File: src/rtl/display_scan_ctrl.sv
// -----------------------------------------------------------------------------
// display_scan_ctrl
// Scan scheduler for a 4-digit multiplexed 7-segment display.
// The single shared segment bus is time-sliced across the four digits. Each
// digit owns one slot of 2^PRESCALE_LOG2 clock cycles. New BCD data is taken
// through a valid/ready handshake into a one-entry pending buffer and is only
// committed to the displayed value at a frame boundary, so one frame never
// mixes old and new digits. PWM brightness and leading-zero blanking gate the
// active-low anodes. Every output is registered.
//
// Ports:
//   clk         system clock
//   rst         synchronous, active-high reset
//   data_in     four BCD nibbles, [15:12] = digit 3 (MSD), [3:0] = digit 0
//   data_valid  producer offers data_in
//   data_ready  pending slot empty (transfer when data_valid && data_ready)
//   brightness  PWM duty, 0 = 1/8 on ... 7 = 8/8 on, sampled live
//   lzb_en      leading-zero blanking enable
//   ANODE       active-low one-hot digit enable, 4'b1111 when idle
//   digit_out   BCD nibble of the digit being scanned, to the segment decoder
//   blank       high when no anode is active
//   frame_tick  one-cycle pulse after each frame end
// -----------------------------------------------------------------------------
module display_scan_ctrl #(
    parameter int PRESCALE_LOG2 = 16
) (
    input  logic        clk,
    input  logic        rst,
    input  logic [15:0] data_in,
    input  logic        data_valid,
    output logic        data_ready,
    input  logic [2:0]  brightness,
    input  logic        lzb_en,
    output logic [3:0]  ANODE,
    output logic [3:0]  digit_out,
    output logic        blank,
    output logic        frame_tick
);

    localparam int DIGITS    = 4;
    localparam int IDX_W     = $clog2(DIGITS);

    // Leading-zero blanking: a digit is blanked only when it and every more
    // significant digit are zero. Digit 0 always shows, so "0" stays visible.
    // Non-BCD nibbles are non-zero and therefore never blank.
    function automatic logic lzb_blank(input logic [15:0] d,
                                       input logic [IDX_W-1:0] i,
                                       input logic en);
        logic b;
        b = 1'b0;
        if (en) begin
            case (i)
                2'd3:    b = (d[15:12] == 4'd0);
                2'd2:    b = (d[15:12] == 4'd0) && (d[11:8] == 4'd0);
                2'd1:    b = (d[15:12] == 4'd0) && (d[11:8] == 4'd0)
                             && (d[7:4] == 4'd0);
                default: b = 1'b0;
            endcase
        end else begin
            b = 1'b0;
        end
        return b;
    endfunction

    logic [PRESCALE_LOG2-1:0] cnt_r;
    logic [IDX_W-1:0]         idx_r;
    logic [15:0]              active_data_r;
    logic [15:0]              pend_data_r;
    logic                     pend_full_r;

    logic                     slot_end_s;
    logic                     frame_end_s;
    logic                     accept_s;
    logic                     pwm_on_s;
    logic                     on_s;
    logic [3:0]               nibble_s;
    logic [3:0]               anode_r;
    logic [3:0]               digit_r;
    logic                     blank_r;
    logic                     frame_tick_r;

    assign slot_end_s  = &cnt_r;
    assign frame_end_s = slot_end_s && (idx_r == 2'd3);
    assign data_ready  = ~pend_full_r;
    assign accept_s    = data_valid && ~pend_full_r;

    // Slot timing and data staging; commits happen only at frame_end.
    always_ff @(posedge clk) begin
        if (rst) begin
            cnt_r         <= {PRESCALE_LOG2{1'b0}};
            idx_r         <= {IDX_W{1'b0}};
            active_data_r <= 16'h0000;
            pend_data_r   <= 16'h0000;
            pend_full_r   <= 1'b0;
        end else begin
            cnt_r <= cnt_r + {{(PRESCALE_LOG2-1){1'b0}}, 1'b1};
            if (slot_end_s) begin
                idx_r <= idx_r + 2'd1;
            end
            if (frame_end_s) begin
                // An accept here implies the buffer was empty, so the new word
                // can bypass the buffer and still land exactly on the boundary.
                if (accept_s) begin
                    active_data_r <= data_in;
                end else if (pend_full_r) begin
                    active_data_r <= pend_data_r;
                    pend_full_r   <= 1'b0;
                end
            end else if (accept_s) begin
                pend_data_r <= data_in;
                pend_full_r <= 1'b1;
            end
        end
    end

    // PWM gate and digit selection for the current slot.
    always_comb begin
        pwm_on_s = 1'b0;
        nibble_s = 4'd0;
        on_s     = 1'b0;
        // Top three counter bits split the slot into eighths.
        if (cnt_r[PRESCALE_LOG2-1 -: 3] <= brightness) begin
            pwm_on_s = 1'b1;
        end else begin
            pwm_on_s = 1'b0;
        end
        case (idx_r)
            2'd0:    nibble_s = active_data_r[3:0];
            2'd1:    nibble_s = active_data_r[7:4];
            2'd2:    nibble_s = active_data_r[11:8];
            2'd3:    nibble_s = active_data_r[15:12];
            default: nibble_s = 4'd0;
        endcase
        on_s = pwm_on_s && !lzb_blank(active_data_r, idx_r, lzb_en);
    end

    // Registered output stage; anodes are one-hot active-low or all ones.
    always_ff @(posedge clk) begin
        if (rst) begin
            anode_r      <= 4'b1111;
            digit_r      <= 4'd0;
            blank_r      <= 1'b1;
            frame_tick_r <= 1'b0;
        end else begin
            anode_r      <= on_s ? ~(4'b0001 << idx_r) : 4'b1111;
            digit_r      <= nibble_s;
            blank_r      <= !on_s;
            frame_tick_r <= frame_end_s;
        end
    end

    assign ANODE      = anode_r;
    assign digit_out  = digit_r;
    assign blank      = blank_r;
    assign frame_tick = frame_tick_r;

endmodule

File: config.mk
export PLATFORM = sky130hd
export DESIGN_NAME = display_scan_ctrl
export DESIGN_NICKNAME = d
export VERILOG_FILES = /design/src/rtl/display_scan_ctrl.sv
export SDC_FILE = /design/constraint.sdc
export NUM_CORES = 1
export LEC_CHECK = 0
export BUFFER_PORTS_ARGS = -buffer_cell sky130_fd_sc_hd__buf_2
export CAP_MARGIN = 20
export CELL_PAD_IN_SITES_DETAIL_PLACEMENT = 0
export CELL_PAD_IN_SITES_GLOBAL_PLACEMENT = 1
export CORE_MARGIN = 8
export CORE_UTILIZATION = 45
export CTS_CLUSTER_DIAMETER = 120
export CTS_CLUSTER_SIZE = 28
export DETAILED_ROUTE_END_ITERATION = 10
export PLACE_DENSITY = 0.84
export SLEW_MARGIN = 30
export SYNTH_ARGS = -nofsm -noshare
export SYNTH_HDL_FRONTEND = slang
export SYNTH_SLANG_ARGS = --single-unit
File: constraint.sdc
create_clock -name clk -period 4.2 [get_ports clk]
set_clock_uncertainty 0.05 [all_clocks]
set_input_delay 0.42 -clock clk [delete_from_list [all_inputs] [get_ports clk]]
set_output_delay 0.42 -clock clk [all_outputs]
set_load 0.03 [all_outputs]
==> results of run 1 <==
==> worst paths after layout <==
path / end / start
setup / recovery: pend_data_r[1]$_SDFFE_PP0P_ / cnt_r[2]$_SDFF_PP0_
hold / removal: pend_data_r[12]$_SDFFE_PP0P_ / data_in[12]
setup reg to reg: pend_data_r[1]$_SDFFE_PP0P_ / cnt_r[2]$_SDFF_PP0_
hold reg to reg: cnt_r[0]$_SDFF_PP0_ / cnt_r[0]$_SDFF_PP0_
==> registers in the layout, indices dropped and copies added (netlist names) <==
register and count:
blank 1, frame_tick 1, ANODE 4, idx_r 2
pend_full_r 1, cnt_r 16, active_data_r 16, pend_data_r 16
digit_out 4
==> through the flow <==
step	hold WS, ps	worst slack (ps)	power, mW	cell area [um^2]	std cells
global placement	374	1680	0.711	2970	404
CTS	262	1580	1.18	3150	420
floorplan	364	1650	0.681	2810	314
global route	268	1350	1.21	3150	420
finish	273	1600	1.17	3150	420
detailed placement	409	1590	0.713	2970	404
==> critical path, stage by stage (launching register included) <==
cell and delay, ps:
dfxtp_1 400, and4_1 400, nand4_4 200, nor3_2 190, buf_4 280, inv_1 70
ha_1 530, mux2i_1 270, nor2_1 60
==> cells by family (layout without fill, tap and decap cells) <==
family / after synthesis / in the layout / share of synthesized area (%)
xor+xnor: 11 / 11 / 3.43
compound gates: 50 / 50 / 14.9
simple gates: 116 / 116 / 19.2
flops: 61 / 61 / 43.5
buf+inv: 47 / 78 / 7.62
mux: 19 / 19 / 6.86
fa+ha+maj: 10 / 10 / 4.45
==> placed cells by master, fill, tap and decap left out, drive strengths merged, types with 2 or more instances in the layout <==
cell	instances
a21oi	6
a221oi	16
a222oi	4
and2	6
and4	2
buf	35
clkbuf	10
clkinv	4
clkinvlp	2
dfxtp	61
ha	10
inv	27
mux2	2
mux2i	17
nand2	25
nand3	7
nand4	6
nor2	56
nor2b	4
nor3	2
nor4	4
o2111ai	2
o21ai	17
or2	2
xor2	10
==> power groups by stage <==
stage                     registers (mW)  clock network [mW]  logic, mW
final                              0.604               0.466     0.0960
after global routing               0.606               0.500      0.108
after CTS                          0.604               0.476     0.0963
after detailed placement           0.617                   0     0.0956
after global placement             0.616                   0     0.0948
after floorplan                    0.614                   0     0.0677
==> metal layers <==
| layer | vias to the layer above | GRT usage (%) |
|---|---|---|
| met5 | - | 0 |
| met3 | 11 | 4.76 |
| met1 | 1005 | 18.3 |
| met4 | 0 | 8.19 |
| li1 | 1126 | - |
| met2 | 47 | 19.4 |
==> cell type report <==
class | count | area (um^2) | share of cell area, %
Multi-Input combinational cell | 206 | 1370 | 43.7
Clock inverter | 6 | 38.8 | 1.23
Timing Repair Buffer | 35 | 180 | 5.73
Tap cell | 75 | 93.8 | 2.98
Inverter | 27 | 101 | 3.22
Sequential cell | 61 | 1220 | 38.8
Clock buffer | 10 | 138 | 4.37
==> results.tsv, run 1 <==
stage	metric	value	unit
floorplanning	Die Area	0.00903	mm^2
setup_path	worst path arrival time	2760	ps
placed_design	DP HPWL	3.97	mm
sta	sum of negative setup slack	0	ps
synthesis	post-synth top area share	43.5	%
finish	Area growth syn-to-layout	12.0	%
placed_design	number of port buffers	33	
synthesis	post-synthesis sequential element count	61	
finish	layout cells sized above 1	20.3	%
status	status	completed	
synthesis	asr flop ratio synth	0	%
sta	Slew Limit Headroom	35.8	%
drt	wl on met1	2.81	mm
setup_path	Worst Path Max Fanout	17	
run	max-cap violations	0	
synthesis	register area share after synthesis	43.5	%
power_and_ir_drop	Switching Share	26.5	%
power_and_ir_drop	clock share of power	40.0	%
synthesis	Commonest cells post-synth	61 x dfxtp_1, 56 x nor2_1, 27 x inv_1	
min_path	hold crit path type	input port to register	
min_path	cell depth of the worst hold path	3	
floorplanning	die width	95.0	um
global_route	vias in the first global route	2081	
global_route	initial antenna violation count	0	
clock_tree	CTS tree	built	
synthesis	Post-Synthesis Cells	314	
drt	WL/cell	13.8	um
setup_path	nature of the critical path startpoint	register	
global_route	GRT overflow	0	
synthesis	average cell area after synthesis	8.95	um^2
floorplanning	Core Area	0.00599	mm^2
synthesis	top-count cell post-synth	dfxtp_1	
sta	final slew viol count	0	
floorplanning	Initial Utilization	46.9	%
global_route	Global Route Usage Sum	14.0	%
setup_path	R2R setup slack	1600	ps
drt	Final ANT Viol Nets	0	
finish	# nets final	373	
sta	crit path time final	2600	ps
clock_tree	clock latency on the worst-skew pair	350	ps
finish	antenna fix cells	0	
synthesis	Area contributors post-synth	dfxtp_1 43%, nor2_1 7.5%, mux2i_1 6.1%	
power_and_ir_drop	Logic pwr share	8.2	%
clock_tree	Clock Path Buffers	2	
sta	max frequency	385	MHz
clock_tree	Post-CTS Hold Buffers	0	
global_route	global-route wire length before repair	9.85	mm
floorplanning	IO Pins	34	
clock_tree	CTS Buf Count	9	
drt	metal2 WL	2.51	mm
global_route	largest net degree at the start of global routing	52	
synthesis	Post-Syn Area	0.00281	mm^2
synthesis	Synth Warn #	0	
synthesis	Most used DFF post-synth	dfxtp_1	
synthesis	post-synth cell types	43	
setup_path	WP data required	4360	ps
finish	final core utilization	52.5	%
power_and_ir_drop	Cell Pwr Density	371	mW/mm^2
drt	drt pass-1 iters	5	
power_and_ir_drop	internal power	0.857	mW
drt	DRC	0	
power_and_ir_drop	Seq pwr share	51.8	%
synthesis	Synthesized Nets	347	
clock_tree	clock root buffer	clkbuf_8	
clock_tree	post-CTS setup buffers	0	
sta	Final Hold Vio Count	0	
clock_tree	# clock sinks	61	
clock_tree	cts repair resizes	0	
synthesis	largest area contributor in the synthesized netlist	dfxtp_1	
setup_path	kind of critical path	register to register	
finish	Fillers	577	
placed_design	gpl congestion	0.708	
floorplanning	Die Ht	95.0	um
setup_path	R2R cell count	8	
drt	DR top layer	met4	
drt	vias	2189	
drt	drt initial violations	202	
floorplanning	row count	28	
power_and_ir_drop	worst vdd ir	0.000223	V
sta	Slew @ Worst Pin	964	ps
clock_tree	H-Tree Depth	3	
setup_path	endpoint type of the worst setup path	register	
sta	setup repair after global routing missed its margin	no	
sta	fraction of the cycle the final worst path needs	61.9	%
power_and_ir_drop	P_leak	1.24	nW
sta	final number of setup-violating endpoints	0	
drt	metal3 WL	361	um
drt	average via count per standard cell	5.21	
drt	final WL	5.80	mm
power_and_ir_drop	sw power	0.309	mW
synthesis	EDFF count, synth	0	
clock_tree	clock-pin slew on the worst setup and hold paths	70	ps
(Power assumes the default switching activity.)
==> run 2, diff against run 1 <==
--- a/config.mk
+++ b/config.mk
@@ -10,11 +10,11 @@
 export CELL_PAD_IN_SITES_DETAIL_PLACEMENT = 0
 export CELL_PAD_IN_SITES_GLOBAL_PLACEMENT = 1
 export CORE_MARGIN = 8
-export CORE_UTILIZATION = 45
+export CORE_UTILIZATION = 39
 export CTS_CLUSTER_DIAMETER = 120
 export CTS_CLUSTER_SIZE = 28
 export DETAILED_ROUTE_END_ITERATION = 10
-export PLACE_DENSITY = 0.84
+export PLACE_DENSITY = 0.77
 export SLEW_MARGIN = 30
 export SYNTH_ARGS = -nofsm -noshare
 export SYNTH_HDL_FRONTEND = slang
==> constraint.sdc (replaced) <==
create_clock -name clk -period 2.3 [get_ports clk]
set_clock_uncertainty 0.05 [all_clocks]
set_input_delay 0.23 -clock clk [delete_from_list [all_inputs] [get_ports clk]]
set_output_delay 0.23 -clock clk [all_outputs]
set_load 0.03 [all_outputs]
==> results.tsv, run 2 (synthesis gave the netlist of run 1 again) <==
stage	metric	value	unit
status	status	completed	
finish	# nets final	378	
power_and_ir_drop	Seq pwr share	47.0	%
floorplanning	Die Area	0.0102	mm^2
setup_path	nature of the critical path startpoint	register	
clock_tree	clock-pin slew on the worst setup and hold paths	70	ps
min_path	hold crit path type	input port to register	
floorplanning	Initial Utilization	39.6	%
clock_tree	H-Tree Depth	3	
drt	WL/cell	13.4	um
setup_path	Worst Path Max Fanout	8	
clock_tree	CTS tree	built	
sta	sum of negative setup slack	0	ps
global_route	initial antenna violation count	0	
finish	antenna fix cells	0	
power_and_ir_drop	internal power	1.76	mW
finish	Area growth syn-to-layout	16.0	%
floorplanning	Die Ht	101	um
placed_design	dpl cells	433	
power_and_ir_drop	P_leak	1.29	nW
clock_tree	CTS Buf Count	9	
sta	max frequency	498	MHz
floorplanning	row count	31	
run	max-cap violations	0	
finish	commonest non-fill, non-tap cells in the layout	61 x dfxtp_1, 56 x nor2_1, 33 x buf_2	
placed_design	gpl congestion	0.778	
drt	DRC	0	
sta	Final WS setup	292	ps
placed_design	number of port buffers	33	
sta	fraction of the cycle the final worst path needs	87.3	%
floorplanning	IO Pins	34	
clock_tree	post-CTS setup buffers	0	
sta	final slew viol count	0	
global_route	GRT overflow	0	
placed_design	Placed Instance Area	0.00304	mm^2
global_route	global-route wire length before repair	10.2	mm
placed_design	DP HPWL	4.11	mm
setup_path	worst path arrival time	2150	ps
sta	Slew Limit Headroom	45.5	%
drt	average via count per standard cell	4.89	
global_route	vias in the first global route	2100	
sta	Final Hold Vio Count	0	
finish	biggest regs	active_data_r x16, cnt_r x16, pend_data_r x16	
finish	layout cells sized above 1	21.1	%
sta	Slew @ Worst Pin	817	ps
floorplanning	Core Area	0.00710	mm^2
clock_tree	Post-CTS Hold Buffers	0	
drt	drt pass-1 iters	7	
power_and_ir_drop	clock share of power	44.9	%
drt	final WL	6.03	mm
setup_path	kind of critical path	register to register	
finish	commonest non-fill, non-tap cell in the layout	dfxtp_1	
finish	Finished Cell Area	0.00326	mm^2
clock_tree	Clock Path Buffers	2	
floorplanning	die width	101	um
placed_design	pre-CTS setup slack	313	ps
setup_path	endpoint type of the worst setup path	register	
power_and_ir_drop	worst vdd ir	0.000305	V
drt	Final ANT Viol Nets	0	
power_and_ir_drop	sw power	0.564	mW
clock_tree	cts repair resizes	0	
clock_tree	clock root buffer	clkbuf_8	
drt	drt initial violations	83	
power_and_ir_drop	Switching Share	24.2	%
finish	Non-Filler Instances	449	
setup_path	WP data required	2440	ps
clock_tree	# clock sinks	61	
global_route	largest net degree at the start of global routing	36	
global_route	Global Route Usage Sum	12.7	%
sta	setup repair after global routing missed its margin	no	
power_and_ir_drop	Pwr Total	2.33	mW
sta	crit path time final	2010	ps
sta	final number of setup-violating endpoints	0	
finish	final core utilization	45.9	%
sta	hold_ws	89.3	ps
power_and_ir_drop	Cell Pwr Density	714	mW/mm^2
drt	vias	2196	
power_and_ir_drop	Logic pwr share	8.0	%
clock_tree	clock latency on the worst-skew pair	340	ps
## run 2: cell types whose count changed in the layout (fill, tap and decap cells not counted), sizes merged
cell / change
clkinvlp: +1
bufinv: +2
buf: +5
clkinv: -3
## run 2: power by group through the flow
stage                     logic, mW  registers, mW  clock network (mW)
after CTS                     0.189           1.09                1.06
after floorplan               0.127           1.12                   0
after global routing          0.211           1.10                1.12
after detailed placement      0.188           1.12                   0
after global placement        0.188           1.12                   0
final                         0.187           1.09                1.04
## run 2: path summary, 6_finish.rpt
kind | startpoint | end | slack, ps | cells after the start
worst max-delay path | cnt_r[6]$_SDFF_PP0_ | pend_full_r$_SDFFE_PP0P_ | 290 | 7
worst min-delay path | data_in[12] | pend_data_r[12]$_SDFFE_PP0P_ | 90 | 3
worst max register to register | cnt_r[6]$_SDFF_PP0_ | pend_full_r$_SDFFE_PP0P_ | 290 | 7
worst min register to register | cnt_r[0]$_SDFF_PP0_ | cnt_r[0]$_SDFF_PP0_ | 390 | 1
## run 2: cell type report
type                    instances  area, um^2
repair buffers                 40         218
fillers                       714        3840
clock inverters                 6        87.6
multi-input cells             206        1380
flip-flops and latches         61        1220
clock buffers                  10         128
inverters                      27         101
well taps                      99         124
## run 2: worst max-delay path, cell delays in order (launching register included)
cell and delay, ps:
dfxtp_1 400, and4_2 310, nand4_4 180, nor3_4 210
inv_1 60, ha_1 310, nor4_1 270, a211oi_1 80
## run 2: per-layer routing
layer	share of wire [%]	global-route usage, %
met5	0	0
met4	1.7	6.63
met3	4.9	3.80
met2	41	18.3
met1	52	16.7
==> run 3, diff against run 2 <==
--- a/config.mk
+++ b/config.mk
@@ -5,16 +5,18 @@
 export SDC_FILE = /design/constraint.sdc
 export NUM_CORES = 1
 export LEC_CHECK = 0
+export ABC_AREA = 1
 export BUFFER_PORTS_ARGS = -buffer_cell sky130_fd_sc_hd__buf_2
 export CAP_MARGIN = 20
 export CELL_PAD_IN_SITES_DETAIL_PLACEMENT = 0
 export CELL_PAD_IN_SITES_GLOBAL_PLACEMENT = 1
 export CORE_MARGIN = 8
-export CORE_UTILIZATION = 39
+export CORE_UTILIZATION = 38
 export CTS_CLUSTER_DIAMETER = 120
 export CTS_CLUSTER_SIZE = 28
 export DETAILED_ROUTE_END_ITERATION = 10
-export PLACE_DENSITY = 0.77
+export GPL_TIMING_DRIVEN = 0
+export PLACE_DENSITY = 0.78
 export SLEW_MARGIN = 30
 export SYNTH_ARGS = -nofsm -noshare
 export SYNTH_HDL_FRONTEND = slang
==> results.tsv, run 3 <==
stage	metric	value	unit
status	status	completed	
setup_path	cell at the slowest stage of the critical path	dfxtp_1	
clock_tree	Clock Path Buffers	2	
synthesis	Synth Warn #	0	
global_route	initial antenna violation count	0	
sta	max frequency	479	MHz
floorplanning	die width	103	um
finish	biggest regs	active_data_r x16, cnt_r x16, pend_data_r x16	
clock_tree	clock root buffer	clkbuf_8	
clock_tree	CTS tree	built	
drt	average via count per standard cell	4.76	
min_path	hold crit path type	input port to register	
clock_tree	clock-pin slew on the worst setup and hold paths	60	ps
power_and_ir_drop	P_leak	1.38	nW
synthesis	XOR/XNOR Fraction of Synth Area	0.609	%
synthesis	post-synthesis sequential element count	61	
floorplanning	Core Area	0.00729	mm^2
setup_path	endpoint type of the worst setup path	register	
synthesis	Post-Synthesis Cells	393	
synthesis	top-count cell post-synth	nand2_1	
placed_design	gpl congestion	0.850	
global_route	GRT overflow	0	
synthesis	EDFF count, synth	0	
synthesis	Most used DFF post-synth	dfxtp_1	
setup_path	critical path's largest stage delay	350	ps
synthesis	asr flop ratio synth	0	%
clock_tree	Post-CTS Hold Buffers	0	
finish	# nets final	469	
sta	Final WS setup	213	ps
global_route	Global Route Usage Sum	13.9	%
drt	drt pass-1 iters	4	
setup_path	nature of the critical path startpoint	register	
synthesis	Simple-Gate Fraction of Synth Area	30.9	%
synthesis	Synthesized Nets	426	
setup_path	WP data required	2480	ps
synthesis	Compound-Gate Fraction of Synth Area	11.7	%
synthesis	Adder-Cell Fraction of Synth Area	4.35	%
power_and_ir_drop	Cell Pwr Density	630	mW/mm^2
synthesis	largest area contributor in the synthesized netlist	dfxtp_1	
clock_tree	CTS Buf Count	9	
sta	setup repair after global routing missed its margin	no	
drt	Final ANT Viol Nets	0	
sta	fraction of the cycle the final worst path needs	90.7	%
floorplanning	row count	31	
finish	commonest non-fill, non-tap cell in the layout	nand2_1	
drt	drt initial violations	137	
placed_design	pre-CTS setup slack	-269	ps
setup_path	Worst Path Max Fanout	10	
clock_tree	post-CTS setup buffers	0	
finish	Area growth syn-to-layout	16.0	%
finish	layout cells sized above 1	16.4	%
synthesis	largest family of logic cells by synthesized area	simple AND/OR/NAND/NOR gates	
synthesis	mux contribution to synthesized area	0	%
sta	final slew viol count	0	
placed_design	DP HPWL	5.11	mm
clock_tree	# clock sinks	61	
synthesis	post-synth cell types	27	
power_and_ir_drop	worst vdd ir	0.000339	V
floorplanning	Initial Utilization	39.4	%
setup_path	kind of critical path	register to register	
drt	DRC	0	
synthesis	Commonest cells post-synth	102 x nand2_1, 61 x dfxtp_1, 56 x nor2_1	
synthesis	Post-Syn Area	0.00287	mm^2
global_route	global-route wire length before repair	11.3	mm
finish	Finished Cell Area	0.00333	mm^2
global_route	vias in the first global route	2344	
finish	commonest non-fill, non-tap cells in the layout	102 x nand2_1, 61 x dfxtp_1, 55 x nor2_1	
clock_tree	cts repair resizes	5	
synthesis	register area share after synthesis	42.5	%
setup_path	worst-path cell chain	ha_1 -> nand2_2 -> nor2_4 -> nand2_2 -> inv_1 -> nand2_1 -> nor2_2 -> nand2_1 -> ha_4 -> buf_2 -> o21ai_0 -> nor2_1	
sta	crit path time final	2090	ps
sta	Final Hold Vio Count	0	
synthesis	post-synth top area share	42.5	%
setup_path	worst path arrival time	2270	ps
global_route	largest net degree at the start of global routing	11	
sta	final number of setup-violating endpoints	0	
floorplanning	IO Pins	34	
finish	Fillers	800	
finish	antenna fix cells	0	
floorplanning	Die Area	0.0106	mm^2
clock_tree	H-Tree Depth	3	
drt	WL/cell	12.5	um
synthesis	average cell area after synthesis	7.31	um^2
clock_tree	clock latency on the worst-skew pair	330	ps
floorplanning	Die Ht	103	um
sta	Slew Limit Headroom	58.2	%
drt	vias	2565	
placed_design	number of port buffers	33	
synthesis	Area contributors post-synth	dfxtp_1 42%, nand2_1 13%, nor2_1 7.3%	
run	max-cap violations	0	
sta	Slew @ Worst Pin	623	ps
placed_design	Placed Instance Area	0.00316	mm^2
drt	final WL	6.76	mm
-- run 3: metal layers --
metal  wire [um]  track usage, %
met5           0               0
met4         104            7.34
met3         351            3.38
met2        2750            19.3
met1        3560            19.1
-- run 3: cells by family after synthesis --
kind of cell	Yosys count
simple gates	206
compound gates	65
flops	61
buf+inv	49
fa+ha+maj	10
xor+xnor	2
-- run 3: final timing paths --
kind	from	slack [ps]	endpoint	depth (start not counted)
max	cnt_r[0]$_SDFF_PP0_	210	pend_data_r[10]$_SDFFE_PP0P_	12
min reg2reg	cnt_r[0]$_SDFF_PP0_	400	cnt_r[0]$_SDFF_PP0_	1
max reg2reg	cnt_r[0]$_SDFF_PP0_	210	pend_data_r[10]$_SDFFE_PP0P_	12
min	data_in[11]	80	pend_data_r[11]$_SDFFE_PP0P_	3
-- run 3: critical path: cells and delay by family (launching register included) --
| family | cells | cell delay [ps] |
|---|---|---|
| and+or+nand+nor | 7 | 720 |
| AOI/OAI and AO/OA | 1 | 180 |
| buffers and inverters | 2 | 270 |
| DFF | 1 | 350 |
| adders and majority gates | 2 | 400 |
-- run 3: metrics by stage --
step | hold slack (ps) | util (%) | total power [mW] | setup TNS, ps | cells
global placement | 382 | 43.4 | 1.31 | -2410 | 525
detailed placement | 397 | 43.4 | 1.31 | -2630 | 525
finish | 81.5 | 45.7 | 2.10 | 0 | 539
global route | 81.7 | 45.7 | 2.21 | 0 | 539
floorplan | 315 | - | 1.25 | 0 | 393
CTS | 66.6 | 45.7 | 2.12 | 0 | 540
-- run 3: cell type report --
type / instances / area, um^2 / share of cell area, %
multi-input cells: 283 / 1380 / 41.4
repair buffers: 33 / 165 / 4.95
well taps: 99 / 124 / 3.71
clock buffers: 13 / 149 / 4.47
plain buffers: 17 / 169 / 5.07
clock inverters: 2 / 10.0 / 0.300
inverters: 31 / 116 / 3.49
flip-flops and latches: 61 / 1220 / 36.6
-- run 3: where the power goes --
group / total (mW) / internal (mW) / switching, mW
logic: 0.189 / 0.0697 / 0.119
registers: 1.10 / 1.09 / 0.0140
clock network: 0.808 / 0.412 / 0.396
